`config.mk`:
```
export PLATFORM = sky130hd
export DESIGN_NAME = dm_arbiter
export DESIGN_NICKNAME = d
export VERILOG_FILES = /design/src/rtl/dm_arb_pkg.sv /design/src/rtl/dm_arb_age.sv /design/src/rtl/dm_arbiter.sv
export SDC_FILE = /design/constraint.sdc
export NUM_CORES = 1
export LEC_CHECK = 0
export ABC_CLOCK_PERIOD_IN_PS = 1800
export CORE_ASPECT_RATIO = 1.1
export CORE_MARGIN = 2
export CORE_UTILIZATION = 41
export CTS_BUF_LIST = sky130_fd_sc_hd__clkbuf_2 sky130_fd_sc_hd__clkbuf_4 sky130_fd_sc_hd__clkbuf_8
export DETAILED_ROUTE_END_ITERATION = 10
export PLACE_DENSITY = 0.95
export SLEW_MARGIN = 20
export SYNTH_ARGS = -nofsm -noshare
export SYNTH_HDL_FRONTEND = slang
export SYNTH_SLANG_ARGS = --single-unit
```
`constraint.sdc`:
```
create_clock -name clk -period 1.8 [get_ports clk]
set_input_delay 0.36 -clock clk [delete_from_list [all_inputs] [get_ports clk]]
set_output_delay 0.36 -clock clk [all_outputs]
set_load 0.005 [all_outputs]
```
`src/rtl/dm_arb_pkg.sv`:
```
// Shared encodings for the data-memory arbiter: FSM states, port ownership, latched access fields.
package dm_arb_pkg;

    typedef enum logic {
        IDLE   = 1'b0,
        ACCESS = 1'b1
    } state_t;

    typedef enum logic [1:0] {
        OWN_NONE = 2'd0,
        OWN_CPU  = 2'd1,
        OWN_DMA  = 2'd2
    } owner_t;

    typedef struct packed {
        logic        we;
        logic [31:0] addr;
        logic [31:0] wdata;
    } acc_t;

    // Latency counter runs MEM_LAT-1 down to 0.
    function automatic int cnt_width(input int mem_lat);
        return (mem_lat < 1) ? 1 : $clog2(mem_lat + 1);
    endfunction

endpackage

```
`src/rtl/dm_arb_age.sv`:
```
// CPU/DMA priority decision with DMA starvation ageing; grants are combinational and only valid while idle.
// dma_wait counts consecutive lost IDLE arbitrations and saturates at DMA_MAX_WAIT.
module dm_arb_age #(
    parameter int DMA_MAX_WAIT = 4
) (
    input  logic clk,
    input  logic reset,
    input  logic cpu_req,
    input  logic dma_req,
    input  logic idle,
    output logic grant_cpu,
    output logic grant_dma
);

    localparam int             WW   = $clog2(DMA_MAX_WAIT + 1);
    localparam logic [WW-1:0]  WMAX = WW'(DMA_MAX_WAIT);

    logic [WW-1:0] dma_wait;
    logic          dma_aged;

    always_comb begin
        dma_aged  = (dma_wait >= WMAX);
        grant_cpu = 1'b0;
        grant_dma = 1'b0;
        if (idle) begin
            if (cpu_req && dma_req) begin
                grant_dma = dma_aged;
                grant_cpu = ~dma_aged;
            end else begin
                grant_cpu = cpu_req;
                grant_dma = dma_req;
            end
        end
    end

    // A DMA loss can only happen in IDLE with dma_req high and no grant.
    always_ff @(posedge clk) begin
        if (reset) begin
            dma_wait <= '0;
        end else if (!dma_req || grant_dma) begin
            dma_wait <= '0;
        end else if (idle && !dma_aged) begin
            dma_wait <= dma_wait + 1'b1;
        end
    end

endmodule

```
`src/rtl/dm_arbiter.sv`:
```
// Shares the single-port data memory between CPU and DMA; each access is one IDLE cycle plus MEM_LAT ACCESS cycles.
// CPU is held by combinational cpu_stall until its done cycle; DMA holds dma_req until the one-cycle dma_done pulse.
module dm_arbiter
    import dm_arb_pkg::*;
#(
    parameter int MEM_LAT      = 1,
    parameter int DMA_MAX_WAIT = 4
) (
    input  logic        clk,
    input  logic        reset,
    input  logic        cpu_req,
    input  logic        cpu_we,
    input  logic [31:0] cpu_addr,
    input  logic [31:0] cpu_wdata,
    output logic [31:0] cpu_rdata,
    output logic        cpu_stall,
    input  logic        dma_req,
    input  logic        dma_we,
    input  logic [31:0] dma_addr,
    input  logic [31:0] dma_wdata,
    output logic [31:0] dma_rdata,
    output logic        dma_done,
    output logic [31:0] mem_addr,
    output logic [31:0] mem_wdata,
    output logic        mem_we,
    output logic        mem_re,
    input  logic [31:0] mem_rdata
);

    localparam int            CW       = cnt_width(MEM_LAT);
    localparam logic [CW-1:0] CNT_LOAD = CW'(MEM_LAT - 1);

    state_t        state, state_nxt;
    owner_t        owner, owner_nxt;
    logic [CW-1:0] cnt, cnt_nxt;
    acc_t          acc, acc_nxt;
    logic [31:0]   cpu_hold, dma_hold;
    logic          idle, done, cpu_done;
    logic          grant_cpu, grant_dma;

    assign idle = (state == IDLE);

    dm_arb_age #(
        .DMA_MAX_WAIT (DMA_MAX_WAIT)
    ) u_age (
        .clk       (clk),
        .reset     (reset),
        .cpu_req   (cpu_req),
        .dma_req   (dma_req),
        .idle      (idle),
        .grant_cpu (grant_cpu),
        .grant_dma (grant_dma)
    );

    always_comb begin
        state_nxt = state;
        owner_nxt = owner;
        cnt_nxt   = cnt;
        acc_nxt   = acc;
        done      = 1'b0;
        mem_we    = 1'b0;
        mem_re    = 1'b0;
        mem_addr  = '0;
        mem_wdata = '0;
        case (state)
            IDLE: begin
                if (grant_dma) begin
                    state_nxt     = ACCESS;
                    owner_nxt     = OWN_DMA;
                    cnt_nxt       = CNT_LOAD;
                    acc_nxt.we    = dma_we;
                    acc_nxt.addr  = dma_addr;
                    acc_nxt.wdata = dma_wdata;
                end else if (grant_cpu) begin
                    state_nxt     = ACCESS;
                    owner_nxt     = OWN_CPU;
                    cnt_nxt       = CNT_LOAD;
                    acc_nxt.we    = cpu_we;
                    acc_nxt.addr  = cpu_addr;
                    acc_nxt.wdata = cpu_wdata;
                end
            end
            ACCESS: begin
                mem_we    = acc.we;
                mem_re    = ~acc.we;
                mem_addr  = acc.addr;
                mem_wdata = acc.wdata;
                if (cnt == '0) begin
                    done      = 1'b1;
                    state_nxt = IDLE;
                    owner_nxt = OWN_NONE;
                end else begin
                    cnt_nxt = cnt - 1'b1;
                end
            end
            default: state_nxt = IDLE;
        endcase
    end

    always_ff @(posedge clk) begin
        if (reset) begin
            state <= IDLE;
            owner <= OWN_NONE;
            cnt   <= '0;
            acc   <= '0;
        end else begin
            state <= state_nxt;
            owner <= owner_nxt;
            cnt   <= cnt_nxt;
            acc   <= acc_nxt;
        end
    end

    assign cpu_done  = done && (owner == OWN_CPU);
    assign dma_done  = done && (owner == OWN_DMA);
    assign cpu_stall = cpu_req & ~cpu_done;

    // Done-cycle data bypasses the hold registers so the pipeline sees it before the edge.
    assign cpu_rdata = cpu_done ? mem_rdata : cpu_hold;
    assign dma_rdata = dma_done ? mem_rdata : dma_hold;

    always_ff @(posedge clk) begin
        if (reset) begin
            cpu_hold <= '0;
            dma_hold <= '0;
        end else begin
            if (cpu_done) cpu_hold <= mem_rdata;
            if (dma_done) dma_hold <= mem_rdata;
        end
    end

endmodule

```
* After elaboration in Yosys (flattened, before gate mapping)
Index checks and enable logic that the tools add are counted.
** Word-level totals
- Memories :: 0
- Bits in latches :: 0
- Bits in writable memories :: 0
- ROM bits :: 0
- Input bits :: 166
- Logic and storage cells :: 58
- Bits in registers :: 136
- Output and inout bits :: 132
** Cells by class
- Reduce and logical (&&, ||, !) cells :: 11
- Shift operators :: 0
- Multipliers :: 0
- Bitwise operators :: 5
- Add/sub/neg operators :: 2
- Muxes and demuxes :: 26
- Eq/ne operators :: 4
- Divide/modulo/power cells :: 0
- $lt $le $gt $ge :: 1
** Operators with widths (count)
- two-way mux 65 bit :: 2
- two-way mux 32 bit :: 4
- two-way mux 1 bit :: 14
- two-way mux 2 bit :: 3
- logical AND 1 bit :: 4
- NOT 1 bit :: 4
- case mux 1 bit (2 select lines) :: 2
- case mux 2 bit (2 select lines) :: 1
- AND reduction 2 bit :: 2
- adder 3 x 1 -> 3 bit (second input constant) :: 1
- >= comparator 3 bit (second input constant) :: 1
- != test 3 bit (second input constant) :: 1
- equality test 2 x 1 -> 1 bit (second input constant) :: 1
- equality test 2 bit (second input constant) :: 1
- zero test 1 bit :: 2
- != test 2 bit (second input constant) :: 1
- nonzero test 2 bit :: 1
- OR reduction 2 bit :: 1
- AND 1 bit :: 1
- logical OR 1 bit :: 1
- subtractor 1 bit (second input constant) :: 1

* Logic depth before layout (Yosys ltp)
Gate-level depths: netlist of the first run.
- Depth in word-level cells :: 7
- Depth in mapped cells :: 6
- Mapped depth without buffers :: 3

* Cells and area by module
From an unflattened synthesis of the first run, not the netlist that was laid out.
** Unflattened totals
- Cells, all modules :: 720
- Area, all modules :: 7359.6 sq um
** By module, submodules not included
- dm_arbiter :: cells an instance 701, instances 1, area each 7196.9 sq um, sequential area each 2642.5 sq um
- dm_arb_age :: cells an instance 19, instances 1, area each 162.7 sq um, sequential area each 60.1 sq um

* Worst setup path before layout of the first run
Ideal clock, no wire load.
- Kind :: register to output
- Start :: register owner[0]
- End :: output port dma_rdata[10]
- Data required time :: 1440 ps
- Arrival :: 1107 ps
- Stages on the path, launching flop included :: 4
- Slack :: 333 ps
- Path buffers :: 1
- Cell sequence :: dfxtp_1 nand3b_1 buf_2 mux2_2
** Between the ends
- Longest elaborated chain between the ends :: 3
** Ends and longest elaborated chain
- from (decl) :: RTL line dm_arbiter.sv:34 : owner_t owner, owner_nxt;
- from (signal assigned) :: RTL line dm_arbiter.sv:108 : owner <= owner_nxt;
- equality test 2 bit :: RTL line dm_arbiter.sv:115 : assign dma_done = done && (owner == OWN_DMA);
- logical AND 1 bit :: RTL line dm_arbiter.sv:115
- two-way mux 32 bit
- to (decl) :: RTL line dm_arbiter.sv:21 : output logic [31:0] dma_rdata,
No other way between the ends.

* Worst setup path in the final report of the first run
- Start :: register owner[0]
- End :: output port dma_rdata[18]
The elaborated chain is that of the path after synthesis.

==> flow_summary.toml, run 1 <==
[timing]
clock_skew_ns = 0.0287
setup_violations = 113
fmax_ghz = 0.444
worst-slew-pin-transition_ns = 0.554
period_share_pct = 125
slew_headroom_pct = 63.0
hold_viol = 0
setup_ws_ns = -0.450
rsz0062_at_grt = "true"
hold_ws_ns = 0.446
layout_min_cycle_time_ns = 2.25
drv_slew = 0

[synth]
ys_types = 25
synth_flop_cell = "dfxtp_1"
synth-edff-count = 0
async_reset_ff_share_pct = 0
ys_ff_latch = 135
yosysSeqAreaShare_pct = 46.8
synth_warnings = 0
syn_area_sq_um = 5780
syn_nets = 706
synth_top_area_share_pct = 46.8
syn_area_per_cell_sq_um = 10.7
synth.area.top_cells = "dfxtp_1 (47%), mux2_2 (12%), a221o_1 (11%), nor3b_1 (8.4%), and2_1 (7.1%)"
synthCells = 539
synth_top_area_cell = "dfxtp_1"

[min_path]
hold_path_class = "input port to register"

[clock_network]
clockBufferDepth = 2
clkSlewWorstSetupHoldPaths_ns = 0.09
cts_tree = "built"
clock_latency_ns = 0.46
htreeDepth = 4
cts_sinks = 135
numCtsBuffers = 17
holdBufCountCts = 0
clock-root-buffer = "clkbuf_8"

[critical_path]
worst_setup_path_end_kind = "output pin"
cp-start-kind = "register"
path_delay_family = "buffers and inverters"
worst-path-buf-inv = 4
required_ns = 1.44
arrival_ns = 1.89
max_stage_delay_ns = 0.35
crit_path_cell_trace = "nand3b_1, buf_6, buf_6, buf_8, mux2_4, buf_6"
crit_type = "register to output pin"
crit_top_cell = "buf_6"
path_max_fanout = 6
crit_path_top_delay_cell = "mux2_4"

[routing]
drc = 0
routedWlPerCell_um = 23.6
drt_iter0_markers = 497
ant_nets = 0
vias = 6001
via_per_inst = 5.54
drt_pass1_iterations = 5
finalWirelength_um = 25500

[finish]
drive_gt1_share_pct = 35.1
num-nets-final = 1049
seqCellArea_sq_um = 2710
mostFrequentLayoutCells = "clkdlybuf4s50_1 (164), dfxtp_1 (132), buf_6 (79)"
final_common_cell = "clkdlybuf4s50_1"
fillCellCount = 799
syn_to_final_growth_pct = 75.9
multi_input_area_sq_um = 3070

[placed_design]
io_buffer_count = 297
pre_cts_slack_ns = -0.226
dp_hpwl_um = 12900
globalplace.congestion = 0.781

[run_status]
violations = "negative setup slack"
status = "finished with violations"

[grt]
grtUsageTotal_pct = 27.8
overflow = 0
grt_max_degree = 84
grt_pass1_vias = 5647
grt_first_pass_wirelength_um = 32000
antenna_found_initial = 1

[die]
start_util_pct = 41.9
std_cell_rows = 45
die_w_um = 117
core_area_sq_um = 13800
die_y_um = 129
ios = 298
fp.dieArea_sq_um = 15100

[power_and_ir_drop]
leakage_nw = 4.66
power.total_w = 0.00709
irDropWorstVdd_mv = 0.515
power_density_nw_per_um2 = 698

[job]
maxCapViolCount = 0
==> worst min-delay path: cells and delay by family <==
kind	cells	cell delay, ns
simple gates	1	0.14
buf+inv	2	0.32
==> cells in the mapped netlist (2+ instances only) <==
master	instances
nor2b_1	66
nand2_1	4
and2_1	66
nor3b_1	65
clkbuf_1	24
and3_1	2
mux2_2	64
a21oi_1	5
buf_2	24
nand3b_1	2
nor2_1	5
a221o_1	65
dfxtp_1	135
==> per-stage QoR <==
stage	area (sq um)	TNS (ns)	util, %	cells
final	10200	-23.24	73.7	1083
after global routing	10200	-28.96	73.7	1082
after CTS	9940	-40.50	72.1	1058
after detailed placement	9000	-19.48	65.3	993
after global placement	9000	-18.43	65.3	993
after floorplan	5780	0	-	539
==> worst paths after layout <==
path	endpoint	cells past startpoint	startpoint	slack, ns
min reg2reg	u_age.dma_wait[1]$_SDFFE_PP0P_	2	u_age.dma_wait[1]$_SDFFE_PP0P_	0.46
max reg2reg	dma_hold[20]$_SDFF_PP0_	8	owner[0]$_SDFFE_PP0P_	0.01
min	dma_hold[24]$_SDFF_PP0_	3	reset	0.45
max	dma_rdata[18]	6	owner[0]$_SDFFE_PP0P_	-0.45
==> sequential cells by signal, indices dropped and copies added, names as in the netlist <==
register        count
dma_hold           32
owner               2
u_age.dma_wait      3
state               1
acc                65
cpu_hold           32
==> layer usage <==
layer	routed length [um]	share of wire [%]	GRT usage (%)	vias to the layer above
met2	12100	47	47.4	445
met3	2780	11	10.2	91
met4	1100	4.3	11.7	0
met1	9520	37	31.1	2854
met5	0	0	0	-
li1	-	-	-	2611
==> layout make-up <==
cell class	count	area share, %
Inverter	1	0.0369
Tap cell	188	2.31
Multi-Input combinational cell	353	30.2
Antenna cell	1	0.0246
Timing Repair Buffer	374	37.2
Sequential cell	135	26.7
Clock inverter	11	0.985
Clock buffer	20	2.59
==> logic make-up after synthesis <==
| kind of cell | share of synthesized area (%) |
|---|---|
| flops | 46.8 |
| compound gates | 12.0 |
| mux | 12.5 |
| simple gates | 24.5 |
| buf+inv | 4.03 |
| fa+ha+maj | 0.217 |
==> report_power, final <==
part	switching, W	internal, W	leakage (nW)	total (W)
Sequential	0.0000766	0.00314	1.10	0.00322
Clock	0.00130	0.00115	0.174	0.00245
Combinational	0.000540	0.000885	3.38	0.00142
Total	0.00191	0.00518	4.66	0.00709
==> what timing repair did <==
| item | in CTS | in global routing |
|---|---|---|
| endpoints found under the hold margin | 0 | 0 |
| gates cloned | 4 | 5 |
| resized for setup | 369 | 190 |
| setup buffers | 30 | 22 |
| endpoints found under the setup margin | 132 | 132 |
| pin swaps | 1 | 4 |
(Power assumes the default switching activity.)
==> inputs of run 2 (changes only) <==
--- a/config.mk
+++ b/config.mk
@@ -6,6 +6,7 @@
 export NUM_CORES = 1
 export LEC_CHECK = 0
 export ABC_CLOCK_PERIOD_IN_PS = 1800
+export CAP_MARGIN = 20
 export CORE_ASPECT_RATIO = 1.1
 export CORE_MARGIN = 2
 export CORE_UTILIZATION = 41
==> results of run 2 <==
The final DEF is identical to that of run 1; final timing and power are the same.
==> patch 1 (config.mk and constraints of run 2) <==
`DMA_MAX_WAIT` is set to 4 in 2 places; all go to 8.
--- a/src/rtl/dm_arb_age.sv
+++ b/src/rtl/dm_arb_age.sv
@@ -2,5 +2,5 @@
 // dma_wait counts consecutive lost IDLE arbitrations and saturates at DMA_MAX_WAIT.
 module dm_arb_age #(
-    parameter int DMA_MAX_WAIT = 4
+    parameter int DMA_MAX_WAIT = 8
 ) (
     input  logic clk,
--- a/src/rtl/dm_arbiter.sv
+++ b/src/rtl/dm_arbiter.sv
@@ -5,5 +5,5 @@
 #(
     parameter int MEM_LAT      = 1,
-    parameter int DMA_MAX_WAIT = 4
+    parameter int DMA_MAX_WAIT = 8
 ) (
     input  logic        clk,
Formal check against the unedited RTL: not equivalent (Yosys sat finds a counterexample within 10 cycles, from zero or initial values and one cycle with reset high).
==> patch 1 against run 2 <==
Final cell count grew 2.1%. Area after synthesis grew 4.9%. Sequential share of layout area shrank 3.1 points. Final area grew 14%. Highest routed layer unchanged. Maximum frequency grew 4.3%. Wire length shrank 4.1%. Largest power group unchanged. Die area grew 4.8%. Worst hold slack lost 150 ps. The flow still finishes with violations (setup timing). Worst setup slack gained 92 ps. Sequential cell count grew 1. Power grew 11%.
==> patch 1: results (changes against run 2) <==
met3 usage: 0.0846 (was 0.102)
Reg2Reg Launch Point: state (was owner[0])
Worst-Skew Late Latency: 430 ps (was 460 ps)
Sw Share: 0.267 (was 0.270)
Worst-path clk slew: 70 ps (was 90 ps)
M1 WL: 9.01 mm (was 9.52 mm)
Reg2Reg Setup Slack: -190 ps (was 10 ps)
top cells by count, synth: 136 x dfxtp_1, 66 x and2_1, 65 x mux2i_1, 65 x nor2b_1, 65 x o2bb2ai_1 (was 135 x dfxtp_1, 66 x and2_1, 66 x nor2b_1, 65 x a221o_1, 65 x nor3b_1)
crit path DAT: 1800 ps (was 1890 ps)
Final setup viols: 182 (was 113)
r2r endpoint: acc[43] (was dma_hold[20])
XOR/XNOR share of the synthesized area: 0.00289 (was 0)
fraction of the mapped netlist area in adder cells: 0.00413 (was 0.00217)
area post-placement: 9270 sq um (was 9000 sq um)
initial antenna violation count: 0 (was 1)
Final nets: 1070 (was 1049)
hpwl dp: 12.7 mm (was 12.9 mm)
Hold Crit Depth: 2 (was 3)
antenna cells: 0 (was 1)
count of different cell masters after synthesis: 29 (was 25)
failing checks: setup timing (unchanged)
met2 WL: 12.9 mm (was 12.1 mm)
Final WS setup: -358 ps (was -450 ps)
largest net degree at the start of global routing: 60 (was 84)
layout cell share with drive strength beyond 1: 0.489 (was 0.351)
wire per inst: 22.1 um (was 23.6 um)
Post-Syn Nets: 704 (was 706)
status: finished, violations left (unchanged)
setup tns final: -29950 ps (was -23240 ps)
Synth Area in Compound Gates: 0.101 (was 0.120)
static leakage: 5.34 nW (was 4.66 nW)
top post-synthesis cells by area: dfxtp_1 45%, mux2i_1 11%, o2bb2ai_1 9.4% (was dfxtp_1 47%, mux2_2 12%, a221o_1 11%)
clock skew: 14.2 ps (was 28.7 ps)
Critical Path Fanout Max: 5 (was 6)
patch 1: cell count changes in the layout (fill, tap and decap cells not counted), moves of 9 or more:
cell / change
a221o_1: -65
nor3b_1: -65
mux2i_1: +56
buf_6: +51
clkbuf_2: -43
o2bb2ai_2: +42
buf_2: +31
and2_1: -30
and2_4: +30
o2bb2ai_4: +22
buf_4: -14
dlymetal6s2s_1: -14
mux2i_2: +9
patch 1: power by group through the flow:
| stage | logic [W] | registers (W) | clock network [W] |
|---|---|---|---|
| 2_1_floorplan | 0.000527 | 0.00328 | 0 |
| 3_3_place_gp | 0.00120 | 0.00331 | 0 |
| 3_5_place_dp | 0.00123 | 0.00331 | 0 |
| 4_1_cts | 0.00136 | 0.00325 | 0.00276 |
| 5_1_grt | 0.00192 | 0.00332 | 0.00290 |
| 6_report | 0.00185 | 0.00331 | 0.00274 |
patch 1: how the worst max path moves through the flow:
stage               slack, ps  cells past startpoint       endpoint  startpoint
floorplan                 360                      4  cpu_rdata[12]       state
global placement         -180                      3      cpu_stall     cpu_req
detailed placement       -210                      6        acc[39]     cpu_req
CTS                      -430                      6  dma_rdata[13]    owner[0]
global route             -420                      6   cpu_rdata[3]    owner[0]
finish                   -360                      6   cpu_rdata[1]    owner[0]
patch 1: layout make-up:
class | instances | area, sq um | area share
clock buffer | 21 | 283 | 0.0244
clock inverter | 10 | 145 | 0.0125
inverter | 6 | 25.0 | 0.00216
multi-input combinational | 353 | 4000 | 0.345
sequential | 136 | 2730 | 0.236
tap | 192 | 240 | 0.0207
timing repair buffer | 388 | 4170 | 0.360
patch 1: repair_timing:
action                                  in CTS  in global routing
buffers inserted                            35                 21
pin swaps                                    0                 97
gates cloned                                 7                 13
endpoints found under the setup margin     134                175
resized for setup                          600                263
==> patch 2 (config.mk and constraints of run 2) <==
Made on the original files. The 3 values of `owner_t` get a one-hot encoding in 3 bits.
--- a/src/rtl/dm_arb_pkg.sv
+++ b/src/rtl/dm_arb_pkg.sv
@@ -7,8 +7,8 @@
     } state_t;
 
-    typedef enum logic [1:0] {
-        OWN_NONE = 2'd0,
-        OWN_CPU  = 2'd1,
-        OWN_DMA  = 2'd2
+    typedef enum logic [2:0] {
+        OWN_NONE = 3'b001,
+        OWN_CPU  = 3'b010,
+        OWN_DMA  = 3'b100
     } owner_t;
 
Behaviour: same outputs for any inputs over 10 cycles, from zero or initial values and one cycle with reset high; not proved beyond that.
==> patch 2 against run 2 <==
The flow still finishes with violations (setup timing). Final area up 11%. Core utilization up 3.9 points. Synthesized cell count up 0.74%. Maximum frequency down 3.8%. Power up 3.1%. Die area up 5.8%. Combinational power up 6%. Area after synthesis up 6.0%. Clock power up 6%. Wire length down 3.2%. Sequential cell count up 1. Worst setup slack worse by 89 ps. Via count up 0.15%. Critical path type unchanged. Highest routed layer unchanged.
==> patch 2: results (changes against run 2) <==
status: finished, violations left (unchanged)
failing checks: setup timing (unchanged)
layout cell share with drive strength beyond 1: 0.445 (was 0.351)
# fillers: 872 (was 799)
Worst-Skew Late Latency: 440 ps (was 460 ps)
Hold Crit Depth: 4 (was 3)
Final WS setup: -539 ps (was -450 ps)
top post-synthesis cells by area: dfxtp_1 44%, mux2_4 12%, a221o_1 11% (was dfxtp_1 47%, mux2_2 12%, a221o_1 11%)
Post-Syn Nets: 710 (was 706)
Critical Path Fanout Max: 4 (was 6)
initial antenna violation count: 0 (was 1)
GRT Util Overall: 0.233 (was 0.278)
worst ir drop on vdd: 0.000404 V (was 0.000515 V)
first-pass GRT wire length: 29.3 mm (was 32.0 mm)
r2r endpoint: acc[12] (was dma_hold[20])
largest net degree at the start of global routing: 132 (was 84)
hpwl dp: 12.7 mm (was 12.9 mm)
top cells by count, synth: 136 x dfxtp_1, 67 x nor2b_1, 65 x a221o_1, 65 x and2_1, 65 x nor3b_1 (was 135 x dfxtp_1, 66 x and2_1, 66 x nor2b_1, 65 x a221o_1, 65 x nor3b_1)
hold slack: 289 ps (was 446 ps)
antenna cells: 0 (was 1)
Reg2Reg Launch Point: state (was owner[0])
vias per cell: 5.28 (was 5.54)
clock skew: 14.0 ps (was 28.7 ps)
area post-placement: 9270 sq um (was 9000 sq um)
Initial DRC Count: 374 (was 497)
Final setup viols: 198 (was 113)
gpl congestion: 0.764 (was 0.781)
post-synthesis sequential area ratio: 0.444 (was 0.468)
Setup WS pre-CTS: -255 ps (was -226 ps)
crit path DAT: 1980 ps (was 1890 ps)
R2R depth: 11 (was 8)
wire per inst: 21.7 um (was 23.6 um)
patch 2: critical path, stage by stage (launching register included):
cell	delay, ps
dfxtp_2	330
and4bb_4	430
clkbuf_16	170
buf_8	100
buf_6	90
mux2_4	310
buf_6	120
patch 2: report_power, final:
group          total (W)  internal, W  switching, W
clock            0.00259      0.00134       0.00126
combinational    0.00151     0.000974      0.000537
sequential       0.00321      0.00315     0.0000625
total            0.00731      0.00546       0.00186
patch 2: per-stage QoR:
stage	TNS [ps]	cells	total power [W]
2_1_floorplan	0	543	0.00369
3_3_place_gp	-20920	999	0.00433
3_5_place_dp	-22080	999	0.00436
4_1_cts	-48710	1037	0.00695
5_1_grt	-68820	1138	0.00757
6_report	-56340	1138	0.00731
patch 2: how the worst max path moves through the flow:
stage,start,to,depth (start not counted)
after floorplan,owner[1],dma_rdata[17],4
after detailed placement,owner[1],dma_rdata[0],4
after global routing,owner[0],cpu_rdata[4],6
after CTS,owner[1],dma_rdata[0],4
final,owner[0],cpu_rdata[6],6
after global placement,owner[1],dma_rdata[17],4
patch 2: layout make-up:
cell class	instances	area, sq um	share of cell area
clock buffer	21	277	0.0246
clock inverter	11	120	0.0107
multi-input combinational	355	3320	0.295
sequential	136	2730	0.242
tap	192	240	0.0214
timing repair buffer	423	4570	0.406
patch 2: logic make-up (layout without fill, tap and decap cells):
logic type                 count (synthesis)  in the layout  synth area share
AOI/OAI and AO/OA                         72             72             0.113
muxes                                     64             64             0.148
and+or+nand+nor                          218            218             0.236
adders and majority gates                  1              1           0.00204
buffers and inverters                     52            455            0.0562
DFF                                      136            136             0.444
patch 2: timing repair:
item / in CTS / in global routing
hold endpoints to repair: 0 / 0
endpoints found under the setup margin: 132 / 142
pin swaps: 1 / 49
cloned: 4 / 24
buffers inserted: 2 / 79
gates resized for setup: 211 / 416
patch 2: per-layer routing:
metal / part of all wire / GRT usage / vias to the layer above / wire length, um
met5: 0 / 0 / - / 0
met3: 0.074 / 0.0874 / 56 / 1820
li1: - / - / 2727 / -
met4: 0.033 / 0.0840 / 0 / 821
met2: 0.51 / 0.405 / 301 / 12700
met1: 0.38 / 0.259 / 2926 / 9390
